## src/rtl/instr_encoder_loader.sv

```systemverilog
// Assembles MIPS instruction words from class code + fields and streams them
// through a small FIFO into instruction memory at consecutive word addresses.
module instr_encoder_loader #(
    parameter int FIFO_DEPTH = 4,
    parameter int MAX_WORDS  = 64,
    parameter int ADDR_WIDTH = 32
) (
    input  logic                  clk,
    input  logic                  reset,
    input  logic                  start_i,
    input  logic [ADDR_WIDTH-1:0] base_addr_i,
    input  logic                  finish_i,
    input  logic                  req_valid_i,
    output logic                  req_ready_o,
    input  logic [2:0]            op_sel_i,
    input  logic [4:0]            rs_i,
    input  logic [4:0]            rt_i,
    input  logic [4:0]            rd_i,
    input  logic [4:0]            shamt_i,
    input  logic [5:0]            funct_i,
    input  logic [15:0]           imm_i,
    output logic                  mem_we_o,
    output logic [ADDR_WIDTH-1:0] mem_addr_o,
    output logic [31:0]           mem_data_o,
    input  logic                  mem_ready_i,
    output logic [6:0]            word_count_o,
    output logic                  full_o,
    output logic                  err_o,
    output logic                  done_o,
    output logic [1:0]            dbg_state
);

    localparam int PTR_W = $clog2(FIFO_DEPTH);
    localparam int CNT_W = PTR_W + 1;

    typedef enum logic [1:0] {IDLE, LOAD, DRAIN, DONE} state_t;

    state_t             state, state_nxt;
    logic [31:0]        fifo_mem [FIFO_DEPTH];
    logic [PTR_W-1:0]   rd_ptr, wr_ptr;
    logic [CNT_W-1:0]   fifo_count;
    logic [ADDR_WIDTH-1:0] wr_addr;
    logic [31:0]        enc_word;
    logic               op_legal;
    logic               active, fifo_empty, fifo_full;
    logic [7:0]         total;
    logic               accept, push, pop;

    // Class code to opcode; LUI has no rs operand so it is forced to zero.
    always_comb begin
        op_legal = 1'b1;
        enc_word = '0;
        case (op_sel_i)
            3'b111:  enc_word = {6'h00, rs_i, rt_i, rd_i, shamt_i, funct_i};
            3'b100:  enc_word = {6'h08, rs_i, rt_i, imm_i};
            3'b001:  enc_word = {6'h0D, rs_i, rt_i, imm_i};
            3'b010:  enc_word = {6'h0F, 5'd0, rt_i, imm_i};
            3'b011:  enc_word = {6'h0C, rs_i, rt_i, imm_i};
            3'b101:  enc_word = {6'h23, rs_i, rt_i, imm_i};
            default: op_legal = 1'b0;
        endcase
    end

    assign active     = (state == LOAD) || (state == DRAIN);
    assign fifo_empty = (fifo_count == '0);
    assign fifo_full  = (fifo_count == CNT_W'(FIFO_DEPTH));
    // Buffered words count against capacity so nothing beyond MAX_WORDS is taken.
    assign total      = {1'b0, word_count_o} + 8'(fifo_count);

    assign req_ready_o = (state == LOAD) && !fifo_full && (total < 8'(MAX_WORDS));
    assign accept      = req_valid_i && req_ready_o;
    assign push        = accept && op_legal;
    assign mem_we_o    = active && !fifo_empty;
    assign pop         = mem_we_o && mem_ready_i;
    assign mem_data_o  = mem_we_o ? fifo_mem[rd_ptr] : 32'd0;
    assign mem_addr_o  = wr_addr;
    assign full_o      = (total == 8'(MAX_WORDS));
    assign done_o      = (state == DONE);
    assign dbg_state   = state;

    always_comb begin
        state_nxt = state;
        case (state)
            IDLE:    if (start_i) state_nxt = LOAD;
            LOAD:    if (finish_i) state_nxt = DRAIN;
            DRAIN:   if (fifo_empty) state_nxt = DONE;
            DONE:    state_nxt = IDLE;
            default: state_nxt = IDLE;
        endcase
    end

    always_ff @(posedge clk or negedge reset) begin
        if (!reset) begin
            state        <= IDLE;
            rd_ptr       <= '0;
            wr_ptr       <= '0;
            fifo_count   <= '0;
            wr_addr      <= '0;
            word_count_o <= '0;
            err_o        <= 1'b0;
        end else begin
            state <= state_nxt;
            if (state == IDLE && start_i) begin
                wr_addr      <= base_addr_i;
                word_count_o <= '0;
                err_o        <= 1'b0;
            end
            if (accept && !op_legal)
                err_o <= 1'b1;
            if (pop) begin
                rd_ptr       <= rd_ptr + PTR_W'(1);
                wr_addr      <= wr_addr + ADDR_WIDTH'(4);
                word_count_o <= word_count_o + 7'd1;
            end
            if (push)
                wr_ptr <= wr_ptr + PTR_W'(1);
            if (push && !pop)
                fifo_count <= fifo_count + CNT_W'(1);
            else if (pop && !push)
                fifo_count <= fifo_count - CNT_W'(1);
        end
    end

    // Storage needs no reset: mem_data_o is masked while the FIFO is empty.
    always_ff @(posedge clk) begin
        if (push)
            fifo_mem[wr_ptr] <= enc_word;
    end

endmodule

```

## config.mk

```make
export PLATFORM = sky130hd
export DESIGN_NAME = instr_encoder_loader
export DESIGN_NICKNAME = d
export VERILOG_FILES = /design/src/rtl/instr_encoder_loader.sv
export SDC_FILE = /design/constraint.sdc
export NUM_CORES = 1
export LEC_CHECK = 0
export CELL_PAD_IN_SITES_DETAIL_PLACEMENT = 0
export CELL_PAD_IN_SITES_GLOBAL_PLACEMENT = 1
export CORE_ASPECT_RATIO = 0.75
export CORE_MARGIN = 8
export CORE_UTILIZATION = 45
export CTS_CLUSTER_DIAMETER = 60
export DETAILED_ROUTE_END_ITERATION = 16
export PLACE_DENSITY = 0.92
export SLEW_MARGIN = 0
export SYNTH_ARGS = -nofsm -noshare
export SYNTH_HDL_FRONTEND = slang
export SYNTH_SLANG_ARGS = --single-unit
```

## constraint.sdc

```tcl
create_clock -name clk -period 5.2 [get_ports clk]
set_input_delay 0.52 -clock clk [delete_from_list [all_inputs] [get_ports clk]]
set_output_delay 0.52 -clock clk [all_outputs]
set_load 0.005 [all_outputs]
```

== Yosys cells after proc, flatten, opt, wreduce, memory -nomap -nowiden ==
Memory sizes are Yosys's and may differ from the RTL's.
Index checks and enable logic that the tools add are counted.
W data, S select, Z words.

* Flip-flop bits (word level): 49
* Bits in writable memories: 128
* Bits of input ports: 83
* Output and inout port bits: 78
* Word-level logic and storage cells: 70
* Memories: 1

* $add $sub $neg: 7
* $lt $le $gt $ge: 1
* Equality and inequality tests: 14
* Multiplexer cells: 17
* Reductions and logical operators: 23

{| class="wikitable"
|+ Memory list
! name !! words !! width !! rd ports !! clocked after Yosys merged registers in !! write ports !! RTL line !! text
|-
| fifo_mem || 4 || 32 || 1 || 0 || 1 || 39 || <nowiki>logic [31:0] fifo_mem [FIFO_DEPTH];</nowiki>
|}

{| class="wikitable"
|+ Operators with widths
! cell !! number
|-
| $pmux W32 S6 || 1
|-
| $mux W32 || 3
|-
| $add A32 B3 Y32 const B || 1
|-
| $mux W7 || 2
|-
| $eq A3 B3 Y1 const B || 4
|-
| $logic_and A1 B1 Y1 || 10
|-
| $add A7 B3 Y8 || 1
|-
| $eq A8 B7 Y1 const B || 1
|-
| $lt A8 B7 Y1 const B || 1
|-
| $pmux W2 S4 || 1
|-
| $add A7 B1 Y7 const B || 1
|-
| $eq A3 B2 Y1 const B || 2
|-
| $mux W2 || 3
|-
| $mux W3 || 2
|-
| $ne A2 B2 Y1 const B || 3
|-
| $reduce_bool A2 Y1 || 3
|-
| $reduce_or A6 Y1 || 1
|-
| $logic_not A1 Y1 || 5
|-
| $mux W1 || 5
|-
| $add A2 B1 Y2 const B || 2
|-
| $eq A2 B2 Y1 const B || 2
|-
| $add A3 B1 Y3 const B || 1
|-
| $eq A3 B1 Y1 const B || 1
|-
| $logic_not A3 Y1 || 1
|-
| other kinds (5) || 5
|}

== Longest topological paths before layout ==
* Depth in word-level cells: 10
* Mapped depth: 13
* Depth with buffers taken out: 13

== Least setup slack after synthesis ==
No wires, ideal clock.

* Path kind: reg-to-reg
* From: register fifo_count[0]
* To: memory fifo_mem[0][0] (enable)
* Library setup time: 0.419 ns
* Data arrival time: 3.139 ns
* Required time: 4.781 ns
* Path slack: 1.642 ns
* Stages on the path, launching flop included: 8
* Buffers on the path: 0
* Period minus slack after synthesis: 3.558 ns
* Cell sequence: dfrtp_1 > ha_1 > fa_1 > a21oi_1 > o21bai_1 > a21oi_2 > nand3b_4 > nor2_1

* Longest elaborated chain between the ends: 8
* Elaborated cells between the ends (all ways): 10
* Those cells by class: add/sub: 1; order compare: 1; eq/ne: 1; mux: 2; reduce/logical: 5

{| class="wikitable"
|+ Ends and longest elaborated chain
! item !! RTL line !! text
|-
| from (decl) || 41 || <nowiki>logic [CNT_W-1:0] fifo_count;</nowiki>
|-
| from (signal assigned) || 118 || <nowiki>fifo_count <= fifo_count + CNT_W'(1);</nowiki>
|-
| from (signal assigned) || 120 || <nowiki>fifo_count <= fifo_count - CNT_W'(1);</nowiki>
|-
| parallel branches: the longest is 3 deep, another holds $add A7 B3 Y8 || -- ||
|-
| $logic_and A1 B1 Y1 (*) || 70 || <nowiki>assign req_ready_o = (state == LOAD) && !fifo_full && (total < 8'(MAX_WORDS));</nowiki>
|-
| net req_ready_o || 14 || <nowiki>output logic req_ready_o,</nowiki>
|-
| $logic_and A1 B1 Y1 (*) || 71 || <nowiki>assign accept = req_valid_i && req_ready_o;</nowiki>
|-
| $logic_and A1 B1 Y1 (*) || 72 || <nowiki>assign push = accept && op_legal;</nowiki>
|-
| $mux W1 (*) || 126 || <nowiki>if (push)</nowiki>
|-
| $mux W1 (implied by the code) (*) || 127 || <nowiki>fifo_mem[wr_ptr] <= enc_word;</nowiki>
|-
| to (decl) || 39 ||
|}

Mark *: on every way through the listed nets, which the timed path passes.

== Worst setup path in the final report ==
* From: register word_count_o[0]
* To: output port full_o

* Longest elaborated chain between the ends: 2

{| class="wikitable"
|+ Ends and longest elaborated chain
! item !! RTL line !! text
|-
| from (decl) || 26 || <nowiki>output logic [6:0] word_count_o,</nowiki>
|-
| from (signal assigned) || 113 || <nowiki>word_count_o <= word_count_o + 7'd1;</nowiki>
|-
| $add A7 B3 Y8 || 68 || <nowiki>assign total = {1'b0, word_count_o} + 8'(fifo_count);</nowiki>
|-
| $eq A8 B7 Y1 || 77 || <nowiki>assign full_o = (total == 8'(MAX_WORDS));</nowiki>
|-
| to (decl) || 27 || <nowiki>output logic full_o,</nowiki>
|}

Every way passes these cells.

==> results.md <==
* Chip width at 173 um
* # nets final at 905
* FFs w/ async S/R, synth at 0.283
* Placeable core area at 18300 um2
* PwrDens at 531 nW/um2
* Mapped Nets at 751
* Worst-Margin Slew at 1.04 ns
* Grt ovf at 0
* Main synth FF type: edfxtp_1
* # DRC at 0
* Hold_buf cts at 0
* Quantity of gates resized following cts at 0
* Worst-Skew Late Latency at 0.42 ns
* Total GRT Usage at 0.180
* Setup Buffers After CTS at 0
* Vias in the first global route at 5852
* Slew HR at 0.304
* FF-to-FF setup slack at 1.97 ns
* Initial DRC Count at 485
* F_max at 291 MHz
* Placed Area at 10200 um2
* Final hold vios at 0
* Num CTS Buffers at 17
* Vias at 5889
* Most frequent standard cell in the layout excluding fill and tap cells: clkdlybuf4s50_1
* Path depth of the worst reg2reg path at 13
* Reg-to-Reg End: fifo_count[2]
* WS Path Type: reg2out
* Yosys warnings at 0
* Maximum vdd drop at 294 uV
* Worst EP required at 4.68 ns
* P&R area growth vs syn at 29.2%
* RSZ-0062 raised after global routing: false
* Antenna violations before repair at 0
* DP Wirelength at 14400 um
* Synth unique cells at 62
* Critical Path Fanout Max at 6
* Status: finished clean
* Row count at 43
* Worst Clk Skew at 0.0106 ns
* Static leakage at 4.03 nW
* Final period util at 0.661
* Placement Setup Slack at 1.82 ns
* Ant. Diodes at 0
* CP Launch Type: flip-flop
* Die H at 134 um
* Final setup TNS at 0 ns
* RePlAce Congestion at 0.837
* Largest net degree at the start of global routing at 50
* Cell area after synthesis at 8320 um2
* H-tree levels at 4
* Seq/Total Area, Yosys at 0.595
* Port buffer count at 159
* Cell count after synthesis at 651
* Area used by multi-input combinational logic at 3100 um2
* IO Count at 161
* Fillcell total at 1470
* CTS tree: built
* EDFF count, synth at 124
* Setup-failing EPs final at 0
* Starting density of the core at 0.455
* CTS sink count at 173
* Max-Cap Viols at 0
* Initial DRT Pass Iterations at 5
* Flops & latches, synth at 173
* Final Cell Area at 10800 um2
* Root buf cell: clkbuf_16
* First-pass GRT wire length at 33000 um
* Drt wl/cell at 19.6 um
* Arr. time, crit path at 2.92 ns
* Period minus WS final at 3.44 ns
* Setup ws final at 1.76 ns
* Pins over their slew limit at 0
* Mapped Avg Cell Area at 12.8 um2
* Most frequent cells in the layout: clkdlybuf4s50_1, edfxtp_1, nand2_1
* Worst min path class: in2async
* Reg2Reg Launch Point: word_count_o[0]
* Clock Pin Slew Worst Setup and Hold Paths at 0.07 ns
* Nature of the critical path endpoint: output pin
* Share of cells above drive strength 1 at 0.122
* Antenna-violating nets left at 0
* DIE AREA at 23100 um2
* Clock Path Buffers at 2
* Vias per cell at 5.53
* Routed WL at 20900 um
* Total area of sequential cells at 4950 um2
kinds of logic (layout without fill, tap and decap cells):
logic type,after synthesis,after routing,share of synthesized area
DFF,173,173,0.595
other,1,1,0.000451
buffers and inverters,70,237,0.0343
AOI/OAI and AO/OA,112,112,0.0897
adders and majority gates,17,17,0.0274
and+or+nand+nor,227,227,0.146
muxes,40,40,0.0956
xor gates and xnor gates,11,11,0.0116
routing by layer:
| metal | up-vias | part of all wire | wire [um] | track usage |
|---|---|---|---|---|
| met1 | 2939 | 0.47 | 9770 | 0.257 |
| met5 | - | 0 | 0 | 0 |
| met4 | 0 | 0.014 | 297 | 0.0468 |
| met3 | 19 | 0.055 | 1160 | 0.0435 |
| met2 | 163 | 0.46 | 9680 | 0.271 |
| li1 | 2768 | - | - | - |
state kept, by name, indices dropped and copies added, names as in the netlist:
signal,cells
dbg_state,2
fifo_mem,124
fifo_count,3
wr_ptr,2
word_count_o,7
rd_ptr,2
err_o,1
mem_addr_o,32
synth_stat cells (all sizes together), types with 2 or more instances:
library cell / number / area (um2)
and3: 46 / 289
clkbuf: 20 / 76.3
xor2: 4 / 35.0
a21oi: 15 / 78.8
nand2: 66 / 248
nor4: 4 / 70.1
nand4: 9 / 62.6
o22ai: 4 / 25.0
a311oi: 8 / 70.1
and4: 3 / 26.3
o21ai: 34 / 170
a21o: 2 / 15.0
o211ai: 2 / 15.0
a31oi: 3 / 18.8
and2: 5 / 31.3
edfxtp: 124 / 3720
dfrtp: 49 / 1230
or2: 2 / 12.5
xnor2: 7 / 61.3
buf: 16 / 81.3
ha: 15 / 188
mux2i: 6 / 60.1
o31ai: 18 / 135
fa: 2 / 40.0
or3: 2 / 12.5
inv: 34 / 128
o221a: 2 / 22.5
nor2b: 10 / 62.6
nor3: 8 / 51.3
nand3: 24 / 135
mux4: 31 / 698
mux2: 3 / 37.5
nor2: 43 / 164
a211o: 2 / 17.5
a211oi: 13 / 97.6
critical path, stage by stage, from the launching register on:
cell,delay [ns]
dfrtp_1,0.45
ha_1,0.26
fa_1,0.42
a21oi_1,0.29
mux2i_1,0.23
nand3_1,0.09
o31ai_1,0.07
and3_1,0.17
clkdlybuf4s50_1,0.50
power by group:
| group | total (mW) | switching [mW] | internal, mW |
|---|---|---|---|
| Sequential | 2.03 | 0.289 | 1.74 |
| Clock | 1.27 | 0.550 | 0.719 |
| Combinational | 2.41 | 1.12 | 1.29 |
| Total | 5.71 | 1.96 | 3.75 |
through the flow:
step | std cells | util | total power [mW] | hold slack, ns
detailed placement | 1033 | 0.556 | 4.49 | 0.469
global placement | 1033 | 0.556 | 4.46 | 0.465
CTS | 1065 | 0.588 | 5.77 | 0.227
finish | 1065 | 0.588 | 5.71 | 0.207
global route | 1065 | 0.588 | 6.06 | 0.254
floorplan | 651 | - | 3.31 | 0.224
worst max path at each step:
| stage | from | to | slack, ns |
|---|---|---|---|
| 2_1_floorplan | fifo_count[0] | fifo_mem[0][0] | 1.64 |
| 3_3_place_gp | op_sel_i[1] | fifo_count[1] | 1.96 |
| 3_5_place_dp | op_sel_i[1] | fifo_count[1] | 1.82 |
| 4_1_cts | fifo_count[0] | full_o | 1.74 |
| 5_1_grt | fifo_count[0] | full_o | 1.55 |
| 6_report | word_count_o[0] | full_o | 1.76 |
cell type report:
| cell class | count | share of cell area |
|---|---|---|
| Clock buffer | 18 | 0.0399 |
| Multi-Input combinational cell | 408 | 0.288 |
| Timing Repair Buffer | 171 | 0.156 |
| Inverter | 34 | 0.0119 |
| Clock inverter | 14 | 0.0149 |
| Tap cell | 247 | 0.0287 |
| Sequential cell | 173 | 0.460 |
Power figures use the tool's default switching activity.
